<file path="src/rtl/mq_pkg.sv">
// Shared definitions for the MQ probability-estimation context block:
// the 47-state Qe table, field widths and per-context initial states.
package mq_pkg;

  localparam int QE_W   = 16;
  localparam int IDX_W  = 6;
  localparam int LZ_W   = 4;
  localparam int NUM_QE = 47;

  localparam logic [IDX_W-1:0] INIT_IDX_CX0  = 6'd4;
  localparam logic [IDX_W-1:0] INIT_IDX_CX17 = 6'd3;
  localparam logic [IDX_W-1:0] INIT_IDX_CX18 = 6'd46;
  localparam logic [IDX_W-1:0] INIT_IDX_DEF  = 6'd0;
  localparam logic             INIT_MPS      = 1'b0;

  typedef struct packed {
    logic [QE_W-1:0]  qe;
    logic [IDX_W-1:0] nmps;
    logic [IDX_W-1:0] nlps;
    logic             sw;
  } qe_ent_t;

  localparam qe_ent_t QE_TAB [NUM_QE] = '{
    '{16'h5601, 6'd1,  6'd1,  1'b1}, '{16'h3401, 6'd2,  6'd6,  1'b0},
    '{16'h1801, 6'd3,  6'd9,  1'b0}, '{16'h0AC1, 6'd4,  6'd12, 1'b0},
    '{16'h0521, 6'd5,  6'd29, 1'b0}, '{16'h0221, 6'd38, 6'd33, 1'b0},
    '{16'h5601, 6'd7,  6'd6,  1'b1}, '{16'h5401, 6'd8,  6'd14, 1'b0},
    '{16'h4801, 6'd9,  6'd14, 1'b0}, '{16'h3801, 6'd10, 6'd14, 1'b0},
    '{16'h3001, 6'd11, 6'd17, 1'b0}, '{16'h2401, 6'd12, 6'd18, 1'b0},
    '{16'h1C01, 6'd13, 6'd20, 1'b0}, '{16'h1601, 6'd29, 6'd21, 1'b0},
    '{16'h5601, 6'd15, 6'd14, 1'b1}, '{16'h5401, 6'd16, 6'd14, 1'b0},
    '{16'h5101, 6'd17, 6'd15, 1'b0}, '{16'h4801, 6'd18, 6'd16, 1'b0},
    '{16'h3801, 6'd19, 6'd17, 1'b0}, '{16'h3401, 6'd20, 6'd18, 1'b0},
    '{16'h3001, 6'd21, 6'd19, 1'b0}, '{16'h2801, 6'd22, 6'd19, 1'b0},
    '{16'h2401, 6'd23, 6'd20, 1'b0}, '{16'h2201, 6'd24, 6'd21, 1'b0},
    '{16'h1C01, 6'd25, 6'd22, 1'b0}, '{16'h1801, 6'd26, 6'd23, 1'b0},
    '{16'h1601, 6'd27, 6'd24, 1'b0}, '{16'h1401, 6'd28, 6'd25, 1'b0},
    '{16'h1201, 6'd29, 6'd26, 1'b0}, '{16'h1101, 6'd30, 6'd27, 1'b0},
    '{16'h0AC1, 6'd31, 6'd28, 1'b0}, '{16'h09C1, 6'd32, 6'd29, 1'b0},
    '{16'h08A1, 6'd33, 6'd30, 1'b0}, '{16'h0521, 6'd34, 6'd31, 1'b0},
    '{16'h0441, 6'd35, 6'd32, 1'b0}, '{16'h02A1, 6'd36, 6'd33, 1'b0},
    '{16'h0221, 6'd37, 6'd34, 1'b0}, '{16'h0141, 6'd38, 6'd35, 1'b0},
    '{16'h0111, 6'd39, 6'd36, 1'b0}, '{16'h0085, 6'd40, 6'd37, 1'b0},
    '{16'h0049, 6'd41, 6'd38, 1'b0}, '{16'h0025, 6'd42, 6'd39, 1'b0},
    '{16'h0015, 6'd43, 6'd40, 1'b0}, '{16'h0009, 6'd44, 6'd41, 1'b0},
    '{16'h0005, 6'd45, 6'd42, 1'b0}, '{16'h0001, 6'd45, 6'd43, 1'b0},
    '{16'h5601, 6'd46, 6'd46, 1'b0}
  };

  function automatic logic [IDX_W-1:0] init_idx(input int cx);
    case (cx)
      0:       return INIT_IDX_CX0;
      17:      return INIT_IDX_CX17;
      18:      return INIT_IDX_CX18;
      default: return INIT_IDX_DEF;
    endcase
  endfunction

  // Renormalisation shift count: leading zeros of Qe (Qe is never zero).
  function automatic logic [LZ_W-1:0] count_lz(input logic [QE_W-1:0] qe);
    logic [LZ_W-1:0] n;
    logic            hit;
    n   = '0;
    hit = 1'b0;
    for (int i = QE_W-1; i >= 0; i--) begin
      if (!hit) begin
        if (qe[i]) hit = 1'b1;
        else       n   = n + LZ_W'(1);
      end
    end
    return n;
  endfunction

endpackage

</file>
<file path="src/rtl/mq_qe_rom.sv">
// Combinational Qe table lookup: idx -> {qe, nmps, nlps, lz, sw}.
// Indices past the table end alias the final (uniform) entry.
module mq_qe_rom
  import mq_pkg::*;
(
  input  logic [IDX_W-1:0] idx,
  output logic [QE_W-1:0]  qe,
  output logic [IDX_W-1:0] nmps,
  output logic [IDX_W-1:0] nlps,
  output logic [LZ_W-1:0]  lz,
  output logic             sw
);

  qe_ent_t ent;

  always_comb begin
    ent = QE_TAB[NUM_QE-1];
    if (idx < IDX_W'(NUM_QE)) ent = QE_TAB[idx];
  end

  assign qe   = ent.qe;
  assign nmps = ent.nmps;
  assign nlps = ent.nlps;
  assign sw   = ent.sw;
  assign lz   = count_lz(ent.qe);

endmodule

</file>
<file path="src/rtl/mq_pe_ctx.sv">
// MQ probability-estimation context store: 2-cycle pipeline, 1 symbol/cycle, stalls on out_ready.
// Optional symbol statistics are built when MQ_PE_STATS_EN is defined.
module mq_pe_ctx
  import mq_pkg::*;
#(
  parameter int NUM_CTX = 19,
  parameter int CX_W    = $clog2(NUM_CTX)
) (
  input  logic             clk,
  input  logic             rst,
  input  logic             ctx_clear,
  input  logic             in_valid,
  output logic             in_ready,
  input  logic             in_d,
  input  logic [CX_W-1:0]  in_cx,
  output logic             out_valid,
  input  logic             out_ready,
  output logic [QE_W-1:0]  out_qe,
  output logic [LZ_W-1:0]  out_lz,
  output logic             out_mps_coding,
  output logic [CX_W-1:0]  out_cx,
  output logic [31:0]      stat_mps_cnt,
  output logic [31:0]      stat_lps_cnt
);

  typedef enum logic {INIT, RUN} state_t;

  state_t           state, state_nx;
  logic [CX_W-1:0]  init_cnt;
  logic             init_last;

  logic [IDX_W-1:0] ctx_idx [NUM_CTX];
  logic             ctx_mps [NUM_CTX];

  logic             s1_valid, s1_d, s1_mps;
  logic [CX_W-1:0]  s1_cx;
  logic [IDX_W-1:0] s1_idx;

  logic [QE_W-1:0]  rom_qe;
  logic [IDX_W-1:0] rom_nmps, rom_nlps;
  logic [LZ_W-1:0]  rom_lz;
  logic             rom_sw;

  logic             adv, accept, byp, mps_coding, wb_mps, rd_mps;
  logic [IDX_W-1:0] wb_idx, rd_idx;

  assign init_last = (init_cnt == CX_W'(NUM_CTX-1));

  always_ff @(posedge clk) begin
    if (rst) state <= INIT;
    else     state <= state_nx;
  end

  always_comb begin
    state_nx = state;
    in_ready = 1'b0;
    case (state)
      INIT: begin
        if (!ctx_clear && init_last) state_nx = RUN;
      end
      RUN: begin
        in_ready = !s1_valid || adv;
        if (ctx_clear) state_nx = INIT;
      end
      default: state_nx = INIT;
    endcase
  end

  always_ff @(posedge clk) begin
    if (rst || ctx_clear)                init_cnt <= '0;
    else if (state == INIT && !init_last) init_cnt <= init_cnt + 1'b1;
  end

  mq_qe_rom u_rom (
    .idx  (s1_idx),
    .qe   (rom_qe),
    .nmps (rom_nmps),
    .nlps (rom_nlps),
    .lz   (rom_lz),
    .sw   (rom_sw)
  );

  assign accept     = in_valid && in_ready;
  assign adv        = s1_valid && (!out_valid || out_ready);
  assign mps_coding = ~(s1_d ^ s1_mps);
  assign wb_idx     = mps_coding ? rom_nmps : rom_nlps;
  assign wb_mps     = s1_mps ^ (rom_sw & ~mps_coding);
  // Same-context follow-on symbol must see the update being written this cycle.
  assign byp        = adv && (in_cx == s1_cx);

  always_comb begin
    rd_idx = '0;
    rd_mps = 1'b0;
    for (int c = 0; c < NUM_CTX; c++) begin
      if (in_cx == CX_W'(c)) begin
        rd_idx = ctx_idx[c];
        rd_mps = ctx_mps[c];
      end
    end
  end

  // Out-of-range labels match no entry, so they never disturb stored state.
  always_ff @(posedge clk) begin
    for (int c = 0; c < NUM_CTX; c++) begin
      if (state == INIT) begin
        if (init_cnt == CX_W'(c)) begin
          ctx_idx[c] <= init_idx(c);
          ctx_mps[c] <= INIT_MPS;
        end
      end else if (adv && s1_cx == CX_W'(c)) begin
        ctx_idx[c] <= wb_idx;
        ctx_mps[c] <= wb_mps;
      end
    end
  end

  always_ff @(posedge clk) begin
    if (rst || ctx_clear) s1_valid <= 1'b0;
    else if (accept)      s1_valid <= 1'b1;
    else if (adv)         s1_valid <= 1'b0;
  end

  always_ff @(posedge clk) begin
    if (accept) begin
      s1_cx  <= in_cx;
      s1_d   <= in_d;
      s1_idx <= byp ? wb_idx : rd_idx;
      s1_mps <= byp ? wb_mps : rd_mps;
    end
  end

  always_ff @(posedge clk) begin
    if (rst) begin
      out_valid      <= 1'b0;
      out_qe         <= '0;
      out_lz         <= '0;
      out_mps_coding <= 1'b0;
      out_cx         <= '0;
    end else if (ctx_clear) begin
      out_valid <= 1'b0;
    end else if (adv) begin
      out_valid      <= 1'b1;
      out_qe         <= rom_qe;
      out_lz         <= rom_lz;
      out_mps_coding <= mps_coding;
      out_cx         <= s1_cx;
    end else if (out_ready) begin
      out_valid <= 1'b0;
    end
  end

`ifdef MQ_PE_STATS_EN
  logic [31:0] mps_cnt, lps_cnt;

  always_ff @(posedge clk) begin
    if (rst || ctx_clear) begin
      mps_cnt <= '0;
      lps_cnt <= '0;
    end else if (adv) begin
      if (mps_coding && mps_cnt != '1)  mps_cnt <= mps_cnt + 1'b1;
      if (!mps_coding && lps_cnt != '1) lps_cnt <= lps_cnt + 1'b1;
    end
  end

  assign stat_mps_cnt = mps_cnt;
  assign stat_lps_cnt = lps_cnt;
`else
  assign stat_mps_cnt = '0;
  assign stat_lps_cnt = '0;
`endif

endmodule

</file>
<file path="config.mk">
export PLATFORM = sky130hd
export DESIGN_NAME = mq_pe_ctx
export DESIGN_NICKNAME = d
export VERILOG_FILES = /design/src/rtl/mq_pkg.sv /design/src/rtl/mq_qe_rom.sv /design/src/rtl/mq_pe_ctx.sv
export SDC_FILE = /design/constraint.sdc
export NUM_CORES = 1
export LEC_CHECK = 0
export ABC_AREA = 1
export CAP_MARGIN = 25
export CELL_PAD_IN_SITES_DETAIL_PLACEMENT = 1
export CELL_PAD_IN_SITES_GLOBAL_PLACEMENT = 2
export CORE_MARGIN = 2
export CORE_UTILIZATION = 37
export CTS_CLUSTER_DIAMETER = 40
export DETAILED_ROUTE_END_ITERATION = 7
export PLACE_DENSITY = 0.91
export RECOVER_POWER = 100
export SLEW_MARGIN = 25
export SYNTH_ARGS = -nofsm -noshare
export SYNTH_HDL_FRONTEND = slang
export SYNTH_HIERARCHICAL = 1
export SYNTH_SLANG_ARGS = --single-unit
</file>
<file path="constraint.sdc">
create_clock -name clk -period 16.2 [get_ports clk]
set_input_delay 3.24 -clock clk [delete_from_list [all_inputs] [get_ports clk]]
set_output_delay 3.24 -clock clk [all_outputs]
set_load 0.02 [all_outputs]
</file>
==> results.json <==
{
  "rsz0062_at_grt": "false",
  "die_area_sq_mm": 0.0309,
  "finClkSkew_ns": 0.0201,
  "hold_class": "reg -> reg",
  "cp_data_arrival_time_ns": 5.12,
  "slew_violations": 0,
  "grt_use_met2_pct": 37.7,
  "min_period_ns": 8.36,
  "required_ns": 12.96,
  "leakage_nw": 4.89,
  "pwr-share-comb_pct": 5.2,
  "clkLatencyLatePin_ns": 0.45,
  "drt_iter0_drc": 513,
  "ctsHoldBuffers": 0,
  "worst_slew_pin_slew_ns": 1.23,
  "cts-root-buf": "clkbuf_16",
  "area_growth_pct": 10.1,
  "num_io_pins": 103,
  "synth_most_common_cell": "nand2_1",
  "synth-edff-count": 146,
  "antenna_left": 0,
  "final_nets": 1449,
  "synthTopCellsByArea": "edfxtp_1, nand2_1, nor2_1",
  "grt.total_usage_pct": 21.0,
  "rows": 62,
  "use_met3_pct": 2.81,
  "p_clk_share_pct": 44.0,
  "cell_internal_pwr_uw": 728,
  "end_kind": "primary output",
  "busiest_layer": "met2",
  "cts_tree": "yes",
  "status": "finished clean",
  "clockBufferDepth": 2,
  "cts-resized-gates": 0,
  "gp_congestion": 0.916,
  "reg2reg_depth": 41,
  "setup_tns_ns": 0,
  "drtPass1Iterations": 4,
  "drt-total-wl_mm": 31.9,
  "async_reset_ff_share_pct": 0,
  "antenna_found_initial": 0,
  "powerDensity_mw_per_mm2": 81.4,
  "syn_inst": 1378,
  "die_height_um": 176,
  "yosys_warnings": 6,
  "dp_hpwl_mm": 23.7,
  "ys.flop_type": "edfxtp_1",
  "vdd_drop_max_mv": 0.0691,
  "overflow": 0,
  "seq_area_frac_synth_pct": 46.4,
  "grt_pass1_vias": 9172,
  "drive_gt1_share_pct": 9.12,
  "n_antenna_cell": 0,
  "synth.distinct_cells": 53,
  "grt_max_degree": 28,
  "syn-cell-area_sq_mm": 0.0109,
  "clock-sinks": 180,
  "start_kind": "primary input",
  "grt_util_met1_pct": 26.7,
  "vias": 9023,
  "cp_slowest_stage_delay_ns": 0.66,
  "place_ws_ns": 8.07,
  "wl_per_cell_um": 17.7,
  "avgSynthCellArea_sq_um": 7.93,
  "path_buf_inv": 4,
  "switching_share_pct": 25.7,
  "port_buffers": 38,
  "synth_top_area_share_pct": 40.1,
  "seqPwrFrac_pct": 50.9,
  "p_sw_uw": 251,
  "post-route-drc-count": 0,
  "synth_top_cell_by_area": "edfxtp_1",
  "grt_pass1_wl_mm": 50.1,
  "crit_type": "in -> out",
  "path_delay_family": "buffers and inverters",
  "worstPathMaxFanout": 4,
  "post-cts-setup-buffers": 0,
  "path_cells": "dlygate4sd3_1, inv_1, nand2_1, o21ai_0, inv_1, dlygate4sd3_1",
  "dieWidth_um": 176,
  "min_period_over_period_pct": 51.6,
  "critPathSlowestCell": "dlygate4sd3_1",
  "core_area_sq_mm": 0.0289,
  "cts_buffers": 17,
  "hold_violations": 0,
  "worst-path-stages": 6,
  "clk_pin_slew_ns": 0.06,
  "initial_utilization_pct": 37.9,
  "layout_setup_ws_ns": 7.84,
  "finalPower_uw": 979,
  "fmax_mhz": 120,
  "synth_top_cells_by_count": "nand2_1, nor2_1, edfxtp_1",
  "ys_ff_latch": 180,
  "setup_viol_count_final": 0,
  "htreeDepth": 4,
  "slew_headroom_pct": 17.9,
  "cap_violations": 0,
  "viasPerCell": 4.99,
  "min_path_cells": 2
}
[cells in the final DEF (no fill, tap or decap), types with 3 or more instances in the layout]
cell type and count:
a21oi_1 45, or2_2 9, nor2_2 12, o21ai_0 44, or2_0 4, inv_8 5
nand3_1 69, dfxtp_1 34, conb_1 67, o21ai_1 6, nand3_2 4, ha_1 25
o22ai_1 4, edfxtp_1 146, nand2_2 13, o211ai_1 7, inv_1 144, clkbuf_16 17
mux2i_2 6, clkbuf_1 8, buf_4 9, nand2_1 354, a221oi_1 3, nor2_4 13
dlygate4sd3_1 36, or2_1 7, clkinv_1 5, nand4_1 28, nor2_8 3, nor2_1 233
nor3_1 9, inv_2 19, xor2_1 4
[state kept, by name, indices dropped and copies added, names as in the netlist]
| register | count |
|---|---|
| out_mps_coding | 1 |
| out_lz | 4 |
| ctx_mps | 19 |
| init_cnt | 5 |
| s1_cx | 5 |
| s1_d | 1 |
| s1_mps | 1 |
| out_cx | 5 |
| state | 1 |
| out_qe | 16 |
| ctx_idx | 114 |
| s1_idx | 6 |
| s1_valid | 1 |
| out_valid | 1 |
[power by group through the flow]
stage | registers (mW) | clock network (mW) | logic (mW)
6_report | 0.498 | 0.430 | 0.0506
5_1_grt | 0.498 | 0.452 | 0.0549
4_1_cts | 0.498 | 0.436 | 0.0512
3_5_place_dp | 0.508 | 0 | 0.0509
3_3_place_gp | 0.508 | 0 | 0.0497
2_1_floorplan | 0.508 | 0 | 0.0470
[worst paths after layout]
| path | startpoint | end | slack [ns] |
|---|---|---|---|
| max | out_ready | in_ready | 7.84 |
| min | out_qe[11] | out_qe[11] | 0.46 |
| max reg2reg | s1_idx[0] | out_lz[1] | 9.17 |
| min reg2reg | out_qe[11] | out_qe[11] | 0.46 |
[per-layer routing]
metal,vias to the layer above,wire length (um)
li1,4383,-
met1,4428,14100
met2,177,16200
met3,35,1130
met4,0,505
met5,-,0
[cells by family (layout without fill, tap and decap cells)]
family	Yosys count	after routing	synth area share (%)
and+or+nand+nor	766	766	31.2
buffers and inverters	271	255	12.2
DFF	180	180	46.4
AOI/OAI and AO/OA	122	122	6.34
adders and majority gates	25	25	2.86
muxes	7	7	0.653
xor gates and xnor gates	4	4	0.321
other	3	67	0.103
[stage by stage]
step,cells,util [%],hold slack [ns],instance area [sq um]
2_1_floorplan,1442,-,0.464,11200
3_3_place_gp,1774,39.7,0.448,11500
3_5_place_dp,1777,39.8,0.453,11500
4_1_cts,1809,41.8,0.464,12100
5_1_grt,1810,41.7,0.480,12000
6_report,1810,41.7,0.459,12000
[worst min-delay path: cells and delay by family (launching register included)]
| kind | cells | cell delay (ns) |
|---|---|---|
| flops | 1 | 0.31 |
| simple gates | 1 | 0.06 |
| compound gates | 1 | 0.05 |
[final cells by class]
type	instances	area (sq um)
timing repair buffer	54	474
clock buffer	18	429
tap	384	480
fill	3571	16800
inverter	169	642
clock inverter	14	164
sequential	180	5060
multi-input combinational	991	4780
No activity file was read; power rests on OpenSTA's default activity.
